## config.mk

```make
export PLATFORM = sky130hd
export DESIGN_NAME = kg_prog_loader
export DESIGN_NICKNAME = d
export VERILOG_FILES = /design/src/rtl/kg_prog_loader.sv
export SDC_FILE = /design/constraint.sdc
export NUM_CORES = 1
export LEC_CHECK = 0
export ABC_AREA = 1
export ABC_CLOCK_PERIOD_IN_PS = 6800
export BUFFER_PORTS_ARGS = -buffer_cell sky130_fd_sc_hd__buf_4
export CORE_UTILIZATION = 64
export CTS_BUF_LIST = sky130_fd_sc_hd__clkbuf_4 sky130_fd_sc_hd__clkbuf_8 sky130_fd_sc_hd__clkbuf_16
export DETAILED_ROUTE_END_ITERATION = 16
export GPL_TIMING_DRIVEN = 0
export PLACE_DENSITY = 0.89
export SLEW_MARGIN = 20
export SYNTH_ARGS = -nofsm -noshare
export SYNTH_HDL_FRONTEND = slang
export SYNTH_SLANG_ARGS = --single-unit
export TNS_END_PERCENT = 20
```

## constraint.sdc

```tcl
create_clock -name clk -period 6.8 [get_ports clk]
set_clock_uncertainty 0.15 [all_clocks]
set_input_delay 1.02 -clock clk [delete_from_list [all_inputs] [get_ports clk]]
set_output_delay 1.02 -clock clk [all_outputs]
set_load 0.01 [all_outputs]
```

## src/rtl/kg_prog_loader.sv

```systemverilog
// Program loader: edge-detects register-file writes, buffers {address, data} entries in a FIFO,
// drains them into core memory and holds the core in reset until software requests run.
module kg_prog_loader #(
    parameter int unsigned DATA_WIDTH = 32,
    parameter int unsigned ADDR_WIDTH = 16,
    parameter int unsigned FIFO_DEPTH = 8
) (
    input  logic                          clk,
    input  logic                          rst,
    input  logic                          cfg_address_valid,
    input  logic [DATA_WIDTH-1:0]         cfg_address,
    input  logic                          cfg_data_valid,
    input  logic [DATA_WIDTH-1:0]         cfg_data,
    input  logic                          cfg_run,
    input  logic                          overflow_clear,
    output logic                          mem_wr_en,
    output logic [ADDR_WIDTH-1:0]         mem_wr_addr,
    output logic [DATA_WIDTH-1:0]         mem_wr_data,
    input  logic                          mem_wr_ready,
    output logic                          core_rst,
    output logic                          busy,
    output logic                          overflow,
    output logic [15:0]                   write_count,
    output logic [$clog2(FIFO_DEPTH):0]   fifo_level
);

    localparam int unsigned PtrW = $clog2(FIFO_DEPTH);
    localparam logic [PtrW:0] FullLevel = (PtrW + 1)'(FIFO_DEPTH);

    typedef enum logic [1:0] {StHalt, StWrite, StRun} state_e;

    state_e                  state_q, state_d;
    logic                    addr_vld_prev_q, addr_vld_prev_d;
    logic                    data_vld_prev_q, data_vld_prev_d;
    logic [ADDR_WIDTH-1:0]   ptr_q, ptr_d;
    logic [ADDR_WIDTH-1:0]   fifo_addr_q [FIFO_DEPTH];
    logic [ADDR_WIDTH-1:0]   fifo_addr_d [FIFO_DEPTH];
    logic [DATA_WIDTH-1:0]   fifo_data_q [FIFO_DEPTH];
    logic [DATA_WIDTH-1:0]   fifo_data_d [FIFO_DEPTH];
    logic [PtrW-1:0]         wr_idx_q, wr_idx_d;
    logic [PtrW-1:0]         rd_idx_q, rd_idx_d;
    logic [PtrW:0]           level_q, level_d;
    logic                    overflow_q, overflow_d;
    logic [15:0]             write_count_q, write_count_d;

    logic                    addr_edge, data_edge, fifo_full, push, drop, pop;
    logic [ADDR_WIDTH-1:0]   new_addr, entry_addr;

    if (DATA_WIDTH > ADDR_WIDTH) begin : g_unused_addr
        logic unused_addr_hi;
        assign unused_addr_hi = ^cfg_address[DATA_WIDTH-1:ADDR_WIDTH];
    end

    // Full uses start-of-cycle occupancy, so a same-cycle pop never makes room for a push.
    always_comb begin
        new_addr   = cfg_address[ADDR_WIDTH-1:0];
        addr_edge  = cfg_address_valid & ~addr_vld_prev_q;
        data_edge  = cfg_data_valid & ~data_vld_prev_q;
        fifo_full  = (level_q == FullLevel);
        push       = data_edge & ~fifo_full & (state_q != StRun);
        drop       = data_edge & ~push;
        pop        = (state_q == StWrite) & mem_wr_ready;
        entry_addr = addr_edge ? new_addr : ptr_q;
    end

    always_comb begin
        addr_vld_prev_d = cfg_address_valid;
        data_vld_prev_d = cfg_data_valid;
        ptr_d           = ptr_q;
        fifo_addr_d     = fifo_addr_q;
        fifo_data_d     = fifo_data_q;
        wr_idx_d        = wr_idx_q;
        rd_idx_d        = rd_idx_q;
        level_d         = level_q;
        overflow_d      = overflow_q;
        write_count_d   = write_count_q;

        if (addr_edge) begin
            ptr_d = new_addr;
        end
        if (push) begin
            fifo_addr_d[wr_idx_q] = entry_addr;
            fifo_data_d[wr_idx_q] = cfg_data;
            wr_idx_d              = wr_idx_q + 1'b1;
            ptr_d                 = entry_addr + 1'b1;
        end
        if (pop) begin
            rd_idx_d      = rd_idx_q + 1'b1;
            write_count_d = write_count_q + 1'b1;
        end
        case ({push, pop})
            2'b10:   level_d = level_q + 1'b1;
            2'b01:   level_d = level_q - 1'b1;
            default: level_d = level_q;
        endcase

        if (drop) begin
            overflow_d = 1'b1;
        end else if (overflow_clear) begin
            overflow_d = 1'b0;
        end
    end

    always_comb begin
        state_d = state_q;
        unique case (state_q)
            StHalt: begin
                if (level_q != '0) begin
                    state_d = StWrite;
                end else if (cfg_run) begin
                    state_d = StRun;
                end
            end
            StWrite: begin
                if (pop && (level_d == '0)) begin
                    state_d = StHalt;
                end
            end
            StRun: begin
                if (!cfg_run) begin
                    state_d = StHalt;
                end
            end
            default: state_d = StHalt;
        endcase
    end

    always_comb begin
        mem_wr_en   = (state_q == StWrite);
        mem_wr_addr = mem_wr_en ? fifo_addr_q[rd_idx_q] : '0;
        mem_wr_data = mem_wr_en ? fifo_data_q[rd_idx_q] : '0;
        core_rst    = (state_q != StRun);
        busy        = (state_q == StWrite) | (level_q != '0);
        overflow    = overflow_q;
        write_count = write_count_q;
        fifo_level  = level_q;
    end

    // Edge-detect history follows the inputs even in reset, so levels held across reset are ignored.
    always_ff @(posedge clk) begin
        addr_vld_prev_q <= addr_vld_prev_d;
        data_vld_prev_q <= data_vld_prev_d;
        if (rst) begin
            state_q       <= StHalt;
            ptr_q         <= '0;
            wr_idx_q      <= '0;
            rd_idx_q      <= '0;
            level_q       <= '0;
            overflow_q    <= 1'b0;
            write_count_q <= '0;
        end else begin
            state_q       <= state_d;
            ptr_q         <= ptr_d;
            wr_idx_q      <= wr_idx_d;
            rd_idx_q      <= rd_idx_d;
            level_q       <= level_d;
            overflow_q    <= overflow_d;
            write_count_q <= write_count_d;
        end
    end

    always_ff @(posedge clk) begin
        fifo_addr_q <= fifo_addr_d;
        fifo_data_q <= fifo_data_d;
    end

endmodule

```

Word level (Yosys, flattened, before mapping)
Cells that the tools add are included.

Register bits after elaboration: 431. Input bits: 71. Output and inout bits: 72. Word-level logic and storage cells: 87.

Add/subtract/negate cells: 6. $lt $le $gt $ge: 3. Equal/unequal tests: 9. Muxes and demuxes: 24. Bitwise logic cells: 13. Reductions and logical operators: 7.

Operators with widths (count): 256-bit bitwise mux (1); 128-bit bitwise mux (1); 32-bit 2-to-1 mux (4); 32-bit binary-select mux with 3-bit select (1); 32-bit demux with 3-bit select (1); 16-bit 2-to-1 mux (6); 16-bit binary-select mux with 3-bit select (1); 16-bit demux with 3-bit select (1); 16-bit by 1-bit adder with 16-bit output (second input constant) (2); 4-bit >= comparator (second input constant) (2); 2-bit 2-to-1 mux (4); 3-bit inverter with 4-bit output (2); 4-bit one-hot mux with 2 select lines (1); 3-bit by 1-bit adder with 3-bit output (second input constant) (2); 1-bit AND (6); 2-bit one-hot mux with 3 select lines (1); 4-bit by 1-bit adder with 4-bit output (second input constant) (1); 2-bit by 1-bit == test with 1-bit output (second input constant) (2); 2-bit == test (second input constant) (2); 4-bit == test (second input constant) (1); 4-bit zero test (1); 4-bit by 1-bit less-than comparator with 1-bit output (second input constant) (1); 2-bit inequality test (second input constant) (2); 1-bit inverter (4); other kinds (10) (12).

Longest topological paths before layout
Depth after elaboration: 10. Gate-level depth with buffers: 19.

Least setup slack after synthesis
OpenSTA, ideal clock, no wires.

Kind: input to register. Start: in cfg_data_valid. End: reg fifo_addr_q[0] in the netlist's numbering, enable pin. Arrival time: 3.635 ns. Data required time: 6.196 ns. Setup slack: 2.562 ns. Stages: 7. Buffers on the path: 1. Cells stage by stage: nand2_1 nor2_1 nand2_1 buf_2 nor2_1 inv_1 nor2_1.

Cells in the longest elaborated chain, start to end: 3.

Ends and longest elaborated chain: from (decl) (RTL line 12) `input logic cfg_data_valid,`; 1-bit AND (RTL line 58) `data_edge = cfg_data_valid & ~data_vld_prev_q;`; 1-bit AND (2 in a row) (RTL line 60) `push = data_edge & ~fifo_full & (state_q != StRun);`; to (signal assigned) (RTL line 163) `fifo_addr_q <= fifo_addr_d;`; to (decl) (RTL line 36) `logic [ADDR_WIDTH-1:0] fifo_addr_q [FIFO_DEPTH];`.

No other way between the ends. A chain may end at the register's enable or synchronous reset.

Worst setup path after layout
Start: reg rd_idx_q[1]. End: out mem_wr_addr[2].

Cells in the longest elaborated chain, start to end: 5.

Ends and longest elaborated chain: from (decl) (RTL line 41) `logic [PtrW-1:0] rd_idx_q, rd_idx_d;`; from (signal assigned) (RTL line 155) `rd_idx_q <= rd_idx_d;`; 3-bit inverter with 4-bit output (not written as such) (RTL line 130) `mem_wr_addr = mem_wr_en ? fifo_addr_q[rd_idx_q] : '0;`; 16-bit binary-select mux with 3-bit select (RTL line 130); 16-bit 2-to-1 mux (not written as such) (2 in a row) (RTL line 130); 16-bit 2-to-1 mux (RTL line 130); to (decl) (RTL line 17) `output logic [ADDR_WIDTH-1:0] mem_wr_addr,`.

No other way between the ends. The select of a mux whose other input is x is not followed.

==> reports/qor.yml <==
pre_cts_slack_ps: 3330
avgRoutedWirePerCell_um: 22.4
max_freq_mhz: 236
clk_pin_slew_worst_paths_ps: 60
synth_top_area_share_pct: 65.4
port_buffers: 126
wl_mm: 46.3
cts_tree: "built"
nets: 1772
ctsHoldBuffers: 0
tightest_slew_ps: 748
worst-setup-path-type: "flip-flop to output pin"
clk_latency_ps: 520
required_ps: 5630
max_slew_margin_pct: 50.1
synth_cell_types: 43
ir_drop_mv: 0.176
first_pass_iters: 6
drv_slew: 0
period_minus_slack_ps: 4240
final_cells: 2067
htree_levels: 2
initialDrtViolationCount: 1833
netlist_instances: 1508
crit_path_top_delay_cell: "a31oi_1"
post_cts_buffers: 0
synth_area_sq_mm: 0.0176
min_path_cells: 2
yosysSeqAreaShare_pct: 70.8
vias_per_cell: 6.40
die_y_um: 168
via_count: 13227
antennaDiodeCount: 0
grt_pass1_wl_mm: 70.9
leakage_nw: 7.48
cp_num_cells: 8
crit_top_cell: "buf_2"
cts-resized-gates: 0
syn-num-nets: 1586
fin_setup_tns_ps: 0
worst_slack_ps: 2560
max_stage_delay_ps: 430
cts-root-buf: "clkbuf_16"
crit_path_cell_trace: "buf_2 -> clkinv_1 -> clkbuf_1 -> buf_2 -> nor2_1 -> o21ai_0 -> a31oi_1 -> buf_4"
path_delay_family: "buffers and inverters"
cp_data_arrival_time_ps: 3070
synth_area_leaders: "edfxtp_1 (65%), o21ai_0 (7.4%), nor2_1 (7.1%), dfxtp_1 (5.3%), nand2_1 (1.9%)"
grt_max_degree: 25
p_per_area_mw_per_mm2: 301
numCtsBuffers: 42
min_path_type: "flip-flop to flip-flop"
fin_util_pct: 77.5
std_cell_rows: 60
ant_nets: 0
area_growth_pct: 18.5
grt_pass1_vias: 13014
grt_overflow_total: 0
io_pins: 143
cts.path.max_buffers: 3
hold_viol_final: 0
drc: 0
core_area_sq_mm: 0.0270
cp_max_fo: 10
synth-seq-cells: 431
ys_warn_count: 0
status: "finished clean"
yosys.area.top_type: "edfxtp_1"
cts_sinks: 431
drive_gt1_share_pct: 16.8
multi_input_area_sq_mm: 0.00454
avgSynthCellArea_sq_um: 11.7
dpl.hpwl_mm: 29.1
holdWs_ps: 335
worstSetupEndpointType: "output pin"
die_w_um: 168
gp_congestion: 0.875
dp.cells: 1991
start_util_pct: 65.4
period_share_pct: 62.3
antenna_found_initial: 0
startpoint_type: "flip-flop"
seq_area_sq_mm: 0.0125
rsz0062_at_grt: "false"
fill_cells: 1446
dieArea_sq_mm: 0.0282
grt_usage_pct: 33.0
setup_viol: 0
maxCapViolCount: 0
rr_worst_depth: 18
crit_buf_inv: 5
-- metal layers --
metal	track usage, %	wire, um	part of all wire [%]
met5	0	0	0
met1	41.6	16100	35
met3	6.32	5460	12
met2	57.1	23100	50
met4	12.4	1660	3.6
-- worst reg2reg max path, delay by kind of cell (launching register included) --
kind                       cells  cell delay, ps
adders and majority gates      2             470
and+or+nand+nor               11            1010
buffers and inverters          3             480
AOI/OAI and AO/OA              2             240
DFF                            1             400
-- sequential cells by signal, summed over array words and instances (netlist names), 2 cells and up --
register and cells:
state_q 2, ptr_q 16, write_count 16, fifo_level 4
fifo_data_q 256, fifo_addr_q 128, rd_idx_q 3, wr_idx_q 3
-- logic make-up (layout without fill, tap and decap cells) --
group                      Yosys count  in the layout  synth area share (%)
and+or+nand+nor                    499            499                  12.2
xor gates and xnor gates             8              8                 0.398
adders and majority gates            7              7                 0.497
muxes                                1              1                0.0568
buffers and inverters              160            378                  3.85
DFF                                431            431                  70.8
AOI/OAI and AO/OA                  402            402                  12.2
-- where the power goes --
group	internal [W]	switching, W
Combinational	0.000288	0.000614
Sequential	0.00295	0.0000280
Clock	0.00144	0.000965
-- cells in the final DEF (no fill, tap or decap), drive strengths merged --
master,instances
o21a,1
a31oi,50
o211a,1
o21ai,266
nand3,25
mux2i,1
clkinv,16
inv,72
nand3b,8
buf,172
dfxtp,47
xor2,5
o211ai,1
nor4,2
bufinv,6
or2,2
nor2,346
nand4,2
ha,7
a21oi,33
edfxtp,384
clkinvlp,1
nand2,102
and3,1
xnor2,3
clkbuf,111
a211oi,2
nor3,11
o22ai,48
-- stage by stage --
| stage | cell area (sq um) | total power [W] |
|---|---|---|
| floorplan | 17600 | 0.00353 |
| global placement | 19000 | 0.00384 |
| detailed placement | 19500 | 0.00390 |
| CTS | 20900 | 0.00626 |
| global route | 20900 | 0.00645 |
| finish | 20900 | 0.00629 |
-- Yosys cell counts (all sizes together) --
| cell type | number |
|---|---|
| edfxtp | 384 |
| nor2 | 346 |
| o21ai | 266 |
| nand2 | 102 |
| inv | 70 |
| clkbuf | 58 |
| a31oi | 50 |
| o22ai | 48 |
| dfxtp | 47 |
| a21oi | 33 |
| buf | 30 |
| nand3 | 25 |
| nor3 | 11 |
| nand3b | 8 |
| ha | 7 |
| xor2 | 5 |
| xnor2 | 3 |
| a211oi | 2 |
| clkinv | 2 |
| nand4 | 2 |
| nor4 | 2 |
| or2 | 2 |
| and3 | 1 |
| mux2i | 1 |
| o211a | 1 |
| o211ai | 1 |
| o21a | 1 |
-- final cells by class --
| cell class | count | share of cell area [%] |
|---|---|---|
| Buffer | 88 | 1.95 |
| Clock buffer | 53 | 5.54 |
| Clock inverter | 23 | 1.29 |
| Inverter | 72 | 1.29 |
| Multi-Input combinational cell | 917 | 21.7 |
| Sequential cell | 431 | 59.7 |
| Tap cell | 341 | 2.04 |
| Timing Repair Buffer | 142 | 6.49 |
-- path summary, 6_finish.rpt --
path | startpoint | to | slack [ps]
setup / recovery | rd_idx_q[1]$_SDFFE_PP0P_ | mem_wr_addr[2] | 2560
hold / removal | overflow$_SDFFE_PP0P_ | overflow$_SDFFE_PP0P_ | 330
setup reg to reg | state_q[1]$_SDFFE_PP0P_ | state_q[0]$_SDFFE_PP0P_ | 3900
hold reg to reg | overflow$_SDFFE_PP0P_ | overflow$_SDFFE_PP0P_ | 330
(Power assumes the default switching activity.)
